==> config.mk <==
export PLATFORM = sky130hd
export DESIGN_NAME = handshake_rr_arbiter
export DESIGN_NICKNAME = d
export VERILOG_FILES = /design/src/rtl/handshake_rr_arbiter_pkg.sv /design/src/rtl/handshake_rr_arbiter_rr_arbiter.sv /design/src/rtl/handshake_rr_arbiter.sv
export SDC_FILE = /design/constraint.sdc
export NUM_CORES = 1
export LEC_CHECK = 0
export ABC_CLOCK_PERIOD_IN_PS = 6450
export BUFFER_PORTS_ARGS = -buffer_cell sky130_fd_sc_hd__buf_2
export CORE_MARGIN = 2
export CORE_UTILIZATION = 52
export DETAILED_ROUTE_END_ITERATION = 8
export HOLD_SLACK_MARGIN = 0.1
export MAX_ROUTING_LAYER = met4
export PLACE_DENSITY = 0.9
export SLEW_MARGIN = 20
export SYNTH_ARGS = -nofsm -noshare
export SYNTH_HDL_FRONTEND = slang
export SYNTH_SLANG_ARGS = --single-unit
export TNS_END_PERCENT = 100
==> constraint.sdc <==
create_clock -name clk -period 6.45 [get_ports clk]
set_clock_uncertainty 0.05 [all_clocks]
set_input_delay 0.645 -clock clk [delete_from_list [all_inputs] [get_ports clk]]
set_output_delay 0.645 -clock clk [all_outputs]
set_load 0.01 [all_outputs]
==> src/rtl/handshake_rr_arbiter_pkg.sv <==
// rtl/handshake_rr_arbiter_pkg.sv - shared types for the round-robin handshake arbiter
package handshake_rr_arbiter_pkg;

    // Occupancy of the single-entry output register.
    typedef enum logic {
        OUT_EMPTY = 1'b0,
        OUT_FULL  = 1'b1
    } out_state_e;

endpackage

==> src/rtl/handshake_rr_arbiter_rr_arbiter.sv <==
// rtl/handshake_rr_arbiter_rr_arbiter.sv - combinational rotate-priority arbiter
module rr_arbiter #(
    parameter int N_REQ = 4,
    parameter int ID_W  = 2
) (
    input  logic [N_REQ-1:0] req,
    input  logic [ID_W-1:0]  ptr,
    output logic [N_REQ-1:0] grant_onehot,
    output logic [ID_W-1:0]  grant_idx,
    output logic             any
);

    logic [ID_W:0] pos;

    // Scan from ptr upward with wrap; the first pending request wins.
    always_comb begin
        grant_onehot = '0;
        grant_idx    = '0;
        any          = 1'b0;
        pos          = '0;
        for (int k = 0; k < N_REQ; k++) begin
            pos = {1'b0, ptr} + (ID_W+1)'(k);
            if (pos >= (ID_W+1)'(N_REQ)) begin
                pos = pos - (ID_W+1)'(N_REQ);
            end
            if (!any && req[pos[ID_W-1:0]]) begin
                any                          = 1'b1;
                grant_idx                    = pos[ID_W-1:0];
                grant_onehot[pos[ID_W-1:0]]  = 1'b1;
            end
        end
    end

endmodule

==> src/rtl/handshake_rr_arbiter.sv <==
// rtl/handshake_rr_arbiter.sv - N-to-1 round-robin handshake arbiter with registered output
module handshake_rr_arbiter
    import handshake_rr_arbiter_pkg::*;
#(
    parameter int N_REQ  = 4,
    parameter int DATA_W = 8,
    parameter int ID_W   = 2
) (
    input  logic                    clk,
    input  logic                    rst,
    input  logic [N_REQ*DATA_W-1:0] req_data,
    input  logic [N_REQ-1:0]        req_valid,
    output logic [N_REQ-1:0]        req_ready,
    output logic [DATA_W-1:0]       data_out,
    output logic                    valid_out,
    input  logic                    ready_in,
    output logic [ID_W-1:0]         grant_id
);

    logic [ID_W-1:0]   rr_ptr;
    logic [ID_W-1:0]   grant_idx;
    logic [ID_W-1:0]   next_ptr;
    logic [N_REQ-1:0]  grant_onehot;
    logic              any;
    logic              can_load;
    logic              load;
    logic [DATA_W-1:0] sel_data;
    out_state_e        state_q;
    out_state_e        state_d;

    rr_arbiter #(
        .N_REQ (N_REQ),
        .ID_W  (ID_W)
    ) u_rr_arbiter (
        .req          (req_valid),
        .ptr          (rr_ptr),
        .grant_onehot (grant_onehot),
        .grant_idx    (grant_idx),
        .any          (any)
    );

    assign valid_out = (state_q == OUT_FULL);
    assign can_load  = ~valid_out | ready_in;
    assign load      = any & can_load;

    // Ready is held low for the whole reset assertion, not just after the edge.
    assign req_ready = rst ? (grant_onehot & {N_REQ{can_load}}) : '0;

    assign next_ptr = (grant_idx == ID_W'(N_REQ-1)) ? '0 : grant_idx + 1'b1;

    always_comb begin
        sel_data = '0;
        for (int i = 0; i < N_REQ; i++) begin
            if (grant_idx == ID_W'(i)) begin
                sel_data = req_data[i*DATA_W +: DATA_W];
            end
        end
    end

    always_ff @(posedge clk or negedge rst) begin
        if (!rst) begin
            state_q <= OUT_EMPTY;
        end else begin
            state_q <= state_d;
        end
    end

    // A fresh load takes priority over draining, which sustains one word per cycle.
    always_comb begin
        state_d = state_q;
        case (state_q)
            OUT_EMPTY: if (load) state_d = OUT_FULL;
            OUT_FULL: begin
                if (load) begin
                    state_d = OUT_FULL;
                end else if (ready_in) begin
                    state_d = OUT_EMPTY;
                end
            end
            default: state_d = OUT_EMPTY;
        endcase
    end

    always_ff @(posedge clk or negedge rst) begin
        if (!rst) begin
            data_out <= '0;
            grant_id <= '0;
            rr_ptr   <= '0;
        end else if (load) begin
            data_out <= sel_data;
            grant_id <= grant_idx;
            rr_ptr   <= next_ptr;
        end
    end

endmodule

==> parameters.txt <==
Parameter                              Value

Setup path
  Required time of the worst setup path ... 6.51 ns
  Sum of buffers and inverters on the critical path ... 1
  Delay of the slowest cell on the worst path ... 0.76 ns
  Max stage delay cell, worst path ... sky130_fd_sc_hd__dfrtp_1
  Top cell family by delay on the critical path ... adder cells
  Slack of the worst reg-to-reg path ... 2.47 ns
  Maximum fanout along the worst path ... 18
  Critical path's most frequent cell ... sky130_fd_sc_hd__ha_1
  CP arrival ... 4.04 ns
  Class of the most critical setup path ... flop to flop
  Crit path capture type ... flop
  Cells traversed along the worst timing path ... inv_1 > ha_1 > mux4_2 > nor2_2 > and4bb_2 > or2_1 > ha_1 > nor2b_1 > a221oi_1 > o31a_1 > o21ai_0
  Setup crit start kind ... flop

Timing
  Final Setup Violations ... 0
  Final clock period utilization by the worst path ... 0.6171
  Pin slew with the least headroom to its limit ... 1.023 ns
  Slew margin rel. ... 0.3157
  Final period demand of the worst path ... 3.980 ns
  Count of final hold-check violations ... 0
  Highest achievable clock rate ... 251.2 MHz
  Number of max-slew violations in the final report ... 0
  Setup TNS after final layout ... 0 ns
  Setup repair after global routing missed its margin ... false
  Worst hold margin ... 0.2011 ns

GRT
  Wire length of the first global-routing pass ... 4988 um
  Total Routing Usage GR ... 0.2358
  Maximum number of pins on one net before global-route repair ... 24
  Vias in the first global route ... 1098
  Leftover overflow at the end of global routing ... 0
  Antenna violations before repair ... 0

Layout
  Commonest non-fill, non-tap cell in the layout ... sky130_fd_sc_hd__buf_2
  Share of cells above drive strength 1 ... 0.3250
  Multi-input combinational cell area ... 958.4 sq um
  NumNets Final ... 252
  Most used cells in the layout excluding fill and tap cells ... sky130_fd_sc_hd__buf_2, sky130_fd_sc_hd__nand2_1, sky130_fd_sc_hd__nor2b_1
  Fill cell instance count of the final layout ... 224
  Diodes inserted ... 0
  Sequential cell area in the final layout ... 325.3 sq um
  Area added between synthesis and finish ... 19.30%

Clock tree
  Maximum buffer depth of the clock tree ... 2
  Number of H-tree levels ... 1
  Total clock buffers created by CTS ... 3
  CTS tree ... done
  Number of instances resized during post-cts repair ... 0
  Post-CTS setup repair buffer count ... 0
  CTS Hold Bufs ... 0
  Clock-pin slew on the worst setup and hold paths ... 0.08 ns
  Clock sink count ... 13
  Clock Root Buffer ... sky130_fd_sc_hd__clkbuf_4
  Clk Latency, worst-skew pair ... 0.27 ns

Drt
  ANT nets after route ... 0
  Average vias per placed instance ... 5.683
  Post-route DRC violation count ... 0
  Mean routed wirelength per cell ... 14.16 um
  Number of iterations in the first detailed-routing pass ... 4
  Total number of vias ... 1307
  Drt initial violations ... 15
  WL final ... 3256 um

Floorplan
  Starting density of the core ... 0.5495
  Chip height ... 55.17 um
  Core footprint ... 2477 sq um
  Full die area ... 3043 sq um
  Row count ... 18
  Die X-Extent ... 55.17 um
  Number of top-level pins ... 54

Yosys
  Area leader, netlist ... sky130_fd_sc_hd__dfrtp_1
  Flop and latch count out of synthesis ... 13
  Cell Area, Synth ... 1361 sq um
  Number of warnings reported in the yosys synthesis log ... 0
  Sequential fraction of the synthesis area ... 0.2390
  Top cells by area in the synthesized netlist ... sky130_fd_sc_hd__dfrtp_1, sky130_fd_sc_hd__ha_1, sky130_fd_sc_hd__nor2b_1
  Area share of the largest cell type after synthesis ... 0.2390
  Number of instances in the synthesized netlist ... 155
  Number of distinct library cells after synthesis ... 35
  Post-Synthesis Mean Instance Area ... 8.783 sq um
  Post-Syn Nets ... 206

Run
  Max-cap violations ... 0

Placed design
  Final RePlAce weighted congestion ... 0.8561
  HPWL reported at the end of detailed placement ... 2515 um
  Port bufs ... 53

Hold path
  Worst hold path type ... primary input to async pin

Power and ir drop
  Total power density per cell area ... 597.2 nW/um^2
  Peak supply drop ... 0.3549 mV
  Static leakage ... 0.0007419 uW

Outcome
  Outcome ... complete, no violations
-- per-stage QoR --
stage               area [sq um]    util  power (uW)  instances  setup WS [ns]
floorplan                   1361       -       756.4        155          2.804
finish                      1624  0.6556       970.0        230          2.470
global route                1624  0.6556        1063        230          2.143
CTS                         1624  0.6556       966.0        230          2.499
detailed placement          1598  0.6449       908.9        226          2.517
global placement            1598  0.6449       891.7        226          2.636
-- path summary, 6_finish.rpt --
path | startpoint | end | depth (start not counted)
min | rst | rr_ptr[0] | 1
max | rr_ptr[0] | data_out[6] | 11
min in group clk | data_out[6] | data_out[6] | 2
min reg2reg | data_out[6] | data_out[6] | 2
max reg2reg | rr_ptr[0] | data_out[6] | 11
max in group asynchronous | rst | grant_id[0] | 1
-- layout make-up --
cell class,count,area share
Clock buffer,4,0.01618
Inverter,3,0.006934
Multi-Input combinational cell,127,0.5901
Sequential cell,13,0.2003
Tap cell,30,0.02311
Timing Repair Buffer,53,0.1633
-- sequential cells by signal, indices dropped and copies added (netlist names) --
signal	cells
valid_out	1
rr_ptr	2
grant_id	2
data_out	8
-- worst reg2reg max path, stage by stage (launching register included) --
cell and delay [ns]:
sky130_fd_sc_hd__dfrtp_1 0.76, sky130_fd_sc_hd__inv_1 0.21, sky130_fd_sc_hd__ha_1 0.43, sky130_fd_sc_hd__mux4_2 0.47, sky130_fd_sc_hd__nor2_2 0.32, sky130_fd_sc_hd__and4bb_2 0.29
sky130_fd_sc_hd__or2_1 0.13, sky130_fd_sc_hd__ha_1 0.47, sky130_fd_sc_hd__nor2b_1 0.09, sky130_fd_sc_hd__a221oi_1 0.35, sky130_fd_sc_hd__o31a_1 0.17, sky130_fd_sc_hd__o21ai_0 0.07
-- report_power, final --
part	switching, uW	total (uW)	leakage (uW)	internal [uW]
clock network	25.5	49.4	0.0000150	23.9
logic	412	749	0.000570	337
registers	48.8	171	0.000157	123
-- layer usage --
metal  GRT usage  routed length [um]
met1      0.3181                1581
met2      0.3571                1463
met3     0.05108                 210
met4     0.06911                   0
met5           -                   0
-- cells in the mapped netlist --
cell type                  count
sky130_fd_sc_hd__o211ai_1      1
sky130_fd_sc_hd__mux4_2        4
sky130_fd_sc_hd__mux2i_1       2
sky130_fd_sc_hd__clkbuf_1      4
sky130_fd_sc_hd__inv_2         1
sky130_fd_sc_hd__a221oi_1      9
sky130_fd_sc_hd__nand3_1       3
sky130_fd_sc_hd__o31ai_1       1
sky130_fd_sc_hd__nor2b_1      19
sky130_fd_sc_hd__buf_6         2
sky130_fd_sc_hd__and2_1        1
sky130_fd_sc_hd__o22a_1        1
sky130_fd_sc_hd__a21o_1        4
sky130_fd_sc_hd__a32o_1        1
sky130_fd_sc_hd__nor2_2        1
sky130_fd_sc_hd__inv_1         2
sky130_fd_sc_hd__nand2_1      24
sky130_fd_sc_hd__buf_4         1
sky130_fd_sc_hd__nor2_1        3
sky130_fd_sc_hd__a21oi_1       5
sky130_fd_sc_hd__ha_1         12
sky130_fd_sc_hd__dfrtp_1      13
sky130_fd_sc_hd__nand2b_1      2
sky130_fd_sc_hd__and4bb_2      1
sky130_fd_sc_hd__a32oi_1       4
sky130_fd_sc_hd__o41ai_4       1
sky130_fd_sc_hd__buf_2         2
sky130_fd_sc_hd__o31a_1        8
sky130_fd_sc_hd__a31oi_1       1
sky130_fd_sc_hd__buf_1         3
sky130_fd_sc_hd__or2_1         1
sky130_fd_sc_hd__nand4b_1      1
sky130_fd_sc_hd__o21ai_0      11
sky130_fd_sc_hd__mux2_2        1
sky130_fd_sc_hd__nand3b_1      5
-- cell families after synthesis --
logic type | synth area share
multiplexers | 0.08916
AO/OA/AOI/OAI | 0.2656
flip-flops | 0.2390
AND/OR/NAND/NOR | 0.2390
buffers and inverters | 0.05698
adder cells (fa/ha/maj) | 0.1103
Power figures use the tool's default switching activity.
